--- src/rtl/pyramid_gen_param_if.sv ---
// Pixel stream interface for pyramid_gen_param.
// The master drives the input stream; the slave (the generator) drives the per-level outputs.
interface pyramid_gen_param_if #(
  parameter int NUM_LEVELS = 3,
  parameter int IN_W       = 12,
  parameter int OUT_W      = 8
);
  logic                        addr_en;
  logic [IN_W-1:0]             pixel_in;
  logic [NUM_LEVELS*OUT_W-1:0] pixout;
  logic [NUM_LEVELS-1:0]       w_en;
  logic                        frame_done;

  modport master (
    output addr_en, pixel_in,
    input  pixout, w_en, frame_done
  );

  modport slave (
    input  addr_en, pixel_in,
    output pixout, w_en, frame_done
  );
endinterface

--- src/rtl/pyramid_gen_param.sv ---
// Streaming image-pyramid generator.
// Level 0 is the input truncated to OUT_W bits; each deeper level is a 2x2 reduction
// (rounded box average or odd/odd decimation) of the level above, produced on the fly
// from that level's write strobes. Each level k>=1 keeps one line buffer of horizontal
// pair sums for the even row; on the odd row the matching sum is prefetched one pixel
// early so the buffer behaves as a RAM with registered read.
module pyramid_gen_param #(
  parameter int NUM_LEVELS = 3,
  parameter int IMG_W      = 640,
  parameter int IMG_H      = 480,
  parameter int IN_W       = 12,
  parameter int OUT_W      = 8,
  parameter int MODE       = 0
) (
  input logic               clk,
  input logic               reset,
  pyramid_gen_param_if.slave bus
);

  localparam int DIV = 1 << ((NUM_LEVELS > 0) ? (NUM_LEVELS - 1) : 0);

  if (NUM_LEVELS < 1 || NUM_LEVELS > 4) begin : g_bad_levels
    $error("pyramid_gen_param: NUM_LEVELS must be in 1..4");
  end
  if ((IMG_W % DIV) != 0 || (IMG_H % DIV) != 0) begin : g_bad_dims
    $error("pyramid_gen_param: IMG_W and IMG_H must be divisible by 2^(NUM_LEVELS-1)");
  end
  if (IN_W < OUT_W) begin : g_bad_width
    $error("pyramid_gen_param: IN_W must be >= OUT_W");
  end
  if (MODE != 0 && MODE != 1) begin : g_bad_mode
    $error("pyramid_gen_param: MODE must be 0 or 1");
  end

  // Per-level output pixel and strobe, each slice driven by its own level block.
  wire [NUM_LEVELS*OUT_W-1:0] lvl_pix;
  wire [NUM_LEVELS-1:0]       lvl_en;
  // High on the strobe that completes the deepest level's frame.
  logic                       frame_last;
  logic                       frame_done_reg;

  for (genvar gi = 0; gi < NUM_LEVELS; gi++) begin : g_lvl
    logic [OUT_W-1:0] pix_reg;
    logic             en_reg;

    assign lvl_pix[gi*OUT_W +: OUT_W] = pix_reg;
    assign lvl_en[gi]                 = en_reg;

    if (gi == 0) begin : g_l0
      // Level 0: keep the top OUT_W bits of each accepted pixel, no rounding.
      always_ff @(posedge clk) begin
        if (reset) begin
          pix_reg <= '0;
          en_reg  <= 1'b0;
        end else begin
          en_reg <= bus.addr_en;
          if (bus.addr_en) begin
            pix_reg <= OUT_W'(bus.pixel_in >> (IN_W - OUT_W));
          end
        end
      end

      // With a single level the frame end is tracked on the input stream itself.
      if (NUM_LEVELS == 1) begin : g_cnt
        localparam int CW = (IMG_W > 1) ? $clog2(IMG_W) : 1;
        localparam int RW = (IMG_H > 1) ? $clog2(IMG_H) : 1;
        localparam logic [CW-1:0] COL_LAST = CW'(IMG_W - 1);
        localparam logic [RW-1:0] ROW_LAST = RW'(IMG_H - 1);
        logic [CW-1:0] col_reg;
        logic [RW-1:0] row_reg;

        // Raster position of the next accepted input pixel.
        always_ff @(posedge clk) begin
          if (reset) begin
            col_reg <= '0;
            row_reg <= '0;
          end else if (bus.addr_en) begin
            if (col_reg == COL_LAST) begin
              col_reg <= '0;
              row_reg <= (row_reg == ROW_LAST) ? '0 : row_reg + 1'b1;
            end else begin
              col_reg <= col_reg + 1'b1;
            end
          end
        end

        assign frame_last = bus.addr_en && (col_reg == COL_LAST) && (row_reg == ROW_LAST);
      end
    end else begin : g_lk
      // Geometry of the level gi-1 stream consumed here.
      localparam int W_IN = IMG_W >> (gi - 1);
      localparam int H_IN = IMG_H >> (gi - 1);
      localparam int CW   = (W_IN > 1) ? $clog2(W_IN) : 1;
      localparam int RW   = (H_IN > 1) ? $clog2(H_IN) : 1;
      localparam logic [CW-1:0] COL_LAST = CW'(W_IN - 1);
      localparam logic [RW-1:0] ROW_LAST = RW'(H_IN - 1);

      logic [OUT_W-1:0] in_pix;
      logic             in_en;
      logic [CW-1:0]    col_reg;
      logic [RW-1:0]    row_reg;
      logic             odd_pos;
      logic [OUT_W-1:0] result;

      assign in_pix  = lvl_pix[(gi-1)*OUT_W +: OUT_W];
      assign in_en   = lvl_en[gi-1];
      // Dimensions are even, so the odd/odd pixel closes each 2x2 block.
      assign odd_pos = row_reg[0] & col_reg[0];

      // Raster position of the incoming level gi-1 pixel.
      always_ff @(posedge clk) begin
        if (reset) begin
          col_reg <= '0;
          row_reg <= '0;
        end else if (in_en) begin
          if (col_reg == COL_LAST) begin
            col_reg <= '0;
            row_reg <= (row_reg == ROW_LAST) ? '0 : row_reg + 1'b1;
          end else begin
            col_reg <= col_reg + 1'b1;
          end
        end
      end

      if (MODE == 0) begin : g_avg
        localparam int LB_D = W_IN / 2;
        localparam int AW   = (LB_D > 1) ? $clog2(LB_D) : 1;

        logic [OUT_W:0]   lb_mem [LB_D];
        logic [OUT_W:0]   lb_rd_reg;
        logic [OUT_W-1:0] even_reg;
        logic [OUT_W:0]   pair_sum;
        logic [AW-1:0]    lb_addr;

        assign lb_addr  = AW'(col_reg >> 1);
        assign pair_sum = {1'b0, even_reg} + {1'b0, in_pix};
        // Four-pixel sum plus 2 fits OUT_W+2 bits and its quarter never exceeds 2^OUT_W-1.
        assign result   = OUT_W'(({1'b0, lb_rd_reg} + {1'b0, pair_sum} + 2'd2) >> 2);

        // Even row: store pair sums. Odd row: fetch the upper pair on the even column
        // so it is registered and ready when the odd column completes the block.
        always_ff @(posedge clk) begin
          if (in_en && !row_reg[0] && col_reg[0]) begin
            lb_mem[lb_addr] <= pair_sum;
          end
          if (in_en && row_reg[0] && !col_reg[0]) begin
            lb_rd_reg <= lb_mem[lb_addr];
          end
        end

        // Hold the even-column pixel until its odd-column partner arrives.
        always_ff @(posedge clk) begin
          if (reset) begin
            even_reg <= '0;
          end else if (in_en && !col_reg[0]) begin
            even_reg <= in_pix;
          end
        end
      end else begin : g_dec
        assign result = in_pix;
      end

      // Register the reduced pixel on the strobe that completes its 2x2 block.
      always_ff @(posedge clk) begin
        if (reset) begin
          pix_reg <= '0;
          en_reg  <= 1'b0;
        end else begin
          en_reg <= in_en & odd_pos;
          if (in_en & odd_pos) begin
            pix_reg <= result;
          end
        end
      end

      if (gi == NUM_LEVELS - 1) begin : g_last
        assign frame_last = in_en && (col_reg == COL_LAST) && (row_reg == ROW_LAST);
      end
    end
  end

  // Frame end is registered alongside the deepest level's final strobe.
  always_ff @(posedge clk) begin
    if (reset) begin
      frame_done_reg <= 1'b0;
    end else begin
      frame_done_reg <= frame_last;
    end
  end

  assign bus.pixout     = lvl_pix;
  assign bus.w_en       = lvl_en;
  assign bus.frame_done = frame_done_reg;

endmodule
--- src/flat_wrapper.sv ---
// flat-port wrapper written by rule: the top's interface ports become plain ports
module pyramid_gen_param_flat 
#(
  parameter int NUM_LEVELS = 3,
  parameter int IMG_W      = 640,
  parameter int IMG_H      = 480,
  parameter int IN_W       = 12,
  parameter int OUT_W      = 8,
  parameter int MODE       = 0
)
  (clk, reset, bus_addr_en, bus_pixel_in, bus_pixout, bus_w_en, bus_frame_done);
  pyramid_gen_param_if #(.NUM_LEVELS(NUM_LEVELS), .IN_W(IN_W), .OUT_W(OUT_W)) bus_i ();
  input logic clk;
  input logic reset;
  input wire logic [$bits(bus_i.addr_en)-1:0] bus_addr_en;
  input wire logic [$bits(bus_i.pixel_in)-1:0] bus_pixel_in;
  output wire logic [$bits(bus_i.pixout)-1:0] bus_pixout;
  output wire logic [$bits(bus_i.w_en)-1:0] bus_w_en;
  output wire logic [$bits(bus_i.frame_done)-1:0] bus_frame_done;
  assign bus_i.addr_en = bus_addr_en;
  assign bus_i.pixel_in = bus_pixel_in;
  assign bus_pixout = bus_i.pixout;
  assign bus_w_en = bus_i.w_en;
  assign bus_frame_done = bus_i.frame_done;
  pyramid_gen_param #(.NUM_LEVELS(NUM_LEVELS), .IMG_W(IMG_W), .IMG_H(IMG_H), .IN_W(IN_W), .OUT_W(OUT_W), .MODE(MODE)) u_core (.clk(clk), .reset(reset), .bus(bus_i));
endmodule
--- config.mk ---
export PLATFORM = sky130hd
export DESIGN_NAME = pyramid_gen_param_flat
export DESIGN_NICKNAME = d
export VERILOG_FILES = /design/src/rtl/pyramid_gen_param_if.sv /design/src/rtl/pyramid_gen_param.sv /design/src/flat_wrapper.sv
export SDC_FILE = /design/constraint.sdc
export NUM_CORES = 2
export LEC_CHECK = 0
export ABC_CLOCK_PERIOD_IN_PS = 26800
export CELL_PAD_IN_SITES_DETAIL_PLACEMENT = 1
export CELL_PAD_IN_SITES_GLOBAL_PLACEMENT = 2
export CORE_UTILIZATION = 30
export DETAILED_ROUTE_END_ITERATION = 7
export DONT_BUFFER_PORTS = 1
export GPL_TIMING_DRIVEN = 1
export PLACE_DENSITY = 0.5
export SYNTH_ARGS = -nofsm -noshare
export SYNTH_HDL_FRONTEND = slang
export SYNTH_MEMORY_MAX_BITS = 65536
export SYNTH_SLANG_ARGS = --single-unit
--- constraint.sdc ---
create_clock -name clk -period 26.8 [get_ports clk]
set_input_delay 4.02 -clock clk [delete_from_list [all_inputs] [get_ports clk]]
set_output_delay 4.02 -clock clk [all_outputs]
set_load 0.05 [all_outputs]
==> out/qor.csv <==
metric;value;unit
synth.most_common_cell;edfxtp_1;
r2r_setup_slack;20.02;ns
synth_area;0.172;sq mm
drt-total-wl;528000;um
clk_latency;1.04;ns
p_leak;0.0582;uW
syn_avg_cell_area;21.3;sq um
worstSetupPathType;reg -> reg;
synth-seq-cells;4418;
multi_input_area;0.0376;sq mm
holdPathStages;2;
drt_iter0_drc;8210;
yosys.area.top_type;edfxtp_1;
cp-endpoint;u_core.g_lvl[1].g_lk.g_avg.lb_rd_reg[1]$_DFFE_PP_;
drive_gt1_share;24.1;%
worstSetupEndpointType;flop;
layout_min_cycle_time;6.78;ns
cp_max_fo;73;
nFillCells;55252;
clock-sinks;4418;
cp.arrival;7.54;ns
pwr-share-clk;44.8;%
overflow;0;
yosys_warnings;0;
area_growth;14.1;%
vdd_drop_max;55.6;uV
critPathSlowestCell;dfxtp_4;
die_area;0.575;sq mm
synth.distinct_cells;69;
r2r_cells;11;
share_seq_of_total_power;53.5;%
synth_nets;8138;
fmax;148;MHz
p_int;11200;uW
largest_reg_flops;4320;
cap_viol_max_count;0;
grt_pass1_wl;729000;um
slew_viol_final;0;
p_comb_share;1.7;%
grt_pass1_vias;87982;
max_stage_delay;0.74;ns
vias_per_cell;5.18;
grt.total_usage;18.0;%
power.density;72.5;mW/mm^2
num_io_pins;43;
ant_nets;0;
path_cells;buf_4 > buf_4 > buf_12 > buf_4 > mux4_2 > a22o_1 > a221oi_1 > o22ai_1 > nor3_1 > o21ai_0 > or3_1;
power.total;14200;uW
finalSetupViolations;0;
start_kind;flop;
status;finished clean;
htree_num_levels;5;
p_sw;2950;uW
grt_max_degree;181;
start_util;30.1;%
fin_tns_setup;0;ns
fin_ws;20.02;ns
synth_common_cells;edfxtp_1 (4338), mux4_2 (1128), nor2_1 (606);
cts_resized;0;
worst_pin_slew;1.45;ns
swShare;20.8;%
core_area;0.569;sq mm
report.final.hold_viol_count;0;
pre_cts_ws;19.78;ns
skew;0.0542;ns
worstPathRequired;27.57;ns
port_buffers;0;
die_h;758;um
yosysSeqAreaShare;76.9;%
relSlewSlack;2.72;%
hold_path.class;reg -> reg;
finalCritPeriodShare;25.3;%
cts_hold_buf;0;
vias;83831;
nets;8329;
clockRootBuffer;clkbuf_16;
die_w;758;um
place.detailed.hpwl;322000;um
postCtsSetupRepairBufs;0;
cp-startpoint;u_core.g_lvl[1].g_lk.col_reg[1]$_SDFFE_PP0P_;
syn_inst;8069;
synth_flop_cell;edfxtp_1;
rows;277;
async_flop_share;0;%
synth_edf_count;4338;
route.detailed.drc;0;
numCtsBuffers;466;
clk_path_buf_depth;4;
antenna_found_initial;50;
clkSlewWorstSetupHoldPaths;0.06;ns
rsz0062_at_grt;no;
dr.pass1.iters;5;
synth.area.top_cells;edfxtp_1 (76%), mux4_2 (15%), nor2_1 (1.3%), dfxtp_1 (0.93%), mux2i_1 (0.78%);
tritoncts;yes;
ff_latch_area;0.132;sq mm
yosysTopAreaCellShare;75.9;%
routabilityCongestion;0.832;
r2r-start;u_core.g_lvl[1].g_lk.col_reg[1]$_SDFFE_PP0P_;
wl_per_cell;32.6;um
worstReg2RegEnd;u_core.g_lvl[1].g_lk.g_avg.lb_rd_reg[1]$_DFFE_PP_;
cp_common_cell;buf_4;
-- cell type report --
class	instances	area share, %
Sequential cell	4418	67.4
Multi-Input combinational cell	3119	19.2
Clock buffer	583	6.21
Tap cell	7533	4.81
Clock inverter	279	1.33
Timing Repair Buffer	220	0.984
Inverter	35	0.0748
Antenna cell	8	0.0102
-- power by group through the flow --
stage | combinational (uW) | clock [uW] | sequential (uW)
after floorplan | 127 | 0 | 7790
after global placement | 232 | 0 | 7740
after detailed placement | 244 | 0 | 7740
after CTS | 243 | 6520 | 7590
after global routing | 253 | 6730 | 7590
final | 235 | 6360 | 7590
-- stage by stage --
stage               hold WS (ns)  instances  area, sq um  utilization (%)
finish                     0.457      16195       196000             34.4
global route               0.477      16188       196000             34.4
CTS                        0.460      16187       196000             34.4
detailed placement         0.450      15325       181000             31.8
global placement           0.457      15325       181000             31.8
floorplan                  0.440       8069       172000                -
-- how the worst min path moves through the flow --
stage	startpoint	endpoint	slack [ns]
floorplan	u_core.g_lvl[1].g_lk.g_avg.even_reg[0]$_SDFFE_PP0P_	u_core.g_lvl[1].g_lk.g_avg.even_reg[0]$_SDFFE_PP0P_	0.44
global placement	u_core.g_lvl[2].g_lk.g_avg.even_reg[2]$_SDFFE_PP0P_	u_core.g_lvl[2].g_lk.g_avg.even_reg[2]$_SDFFE_PP0P_	0.46
detailed placement	u_core.g_lvl[2].g_lk.g_avg.even_reg[4]$_SDFFE_PP0P_	u_core.g_lvl[2].g_lk.g_avg.even_reg[4]$_SDFFE_PP0P_	0.45
CTS	u_core.g_lvl[2].g_lk.g_avg.even_reg[4]$_SDFFE_PP0P_	u_core.g_lvl[2].g_lk.g_avg.even_reg[4]$_SDFFE_PP0P_	0.46
global route	u_core.g_lvl[1].g_lk.g_avg.even_reg[3]$_SDFFE_PP0P_	u_core.g_lvl[1].g_lk.g_avg.even_reg[3]$_SDFFE_PP0P_	0.48
finish	u_core.g_lvl[2].g_lk.g_avg.even_reg[6]$_SDFFE_PP0P_	u_core.g_lvl[2].g_lk.g_avg.even_reg[6]$_SDFFE_PP0P_	0.46
-- cell families after synthesis --
kind of cell / after synthesis / share of synthesized area (%)
AOI/OAI and AO/OA: 618 / 2.52
DFF: 4418 / 76.9
xor gates and xnor gates: 36 / 0.184
adders and majority gates: 54 / 0.411
buffers and inverters: 532 / 1.38
and+or+nand+nor: 1127 / 2.88
muxes: 1284 / 15.7
-- layout by cell type, fill, tap and decap left out, types with 18 or more instances in the layout --
cell,count
a22o_1,48
a221oi_1,58
buf_4,198
nor2b_1,28
clkinv_2,84
and3_1,19
nor2_1,601
mux2_2,23
a31oi_1,25
buf_12,22
ha_1,48
o22ai_1,29
clkbuf_1,114
nor3_1,25
inv_1,30
nand2_1,198
o21ai_0,62
nand2b_1,22
clkinv_1,113
nand3_1,77
clkbuf_16,469
a21oi_1,125
mux4_2,1128
edfxtp_1,4338
mux2i_1,133
bufinv_16,40
dfxtp_1,70
a22oi_1,149
nand4_1,37
nand2_2,18
-- worst max-delay path, delay by kind of cell (launching register included) --
kind / cells / cell delay [ns]
and+or+nand+nor: 2 / 1.07
AOI/OAI and AO/OA: 4 / 1.24
buffers and inverters: 4 / 2.66
muxes: 1 / 0.63
DFF: 1 / 0.74
-- layer usage --
metal | vias up | GRT usage [%] | share of wire (%)
met5 | - | 0 | 0
li1 | 34146 | - | -
met3 | 603 | 2.90 | 5.9
met1 | 46620 | 26.3 | 46
met2 | 2462 | 28.4 | 46
met4 | 0 | 4.01 | 2.3
(Power assumes the default switching activity.)
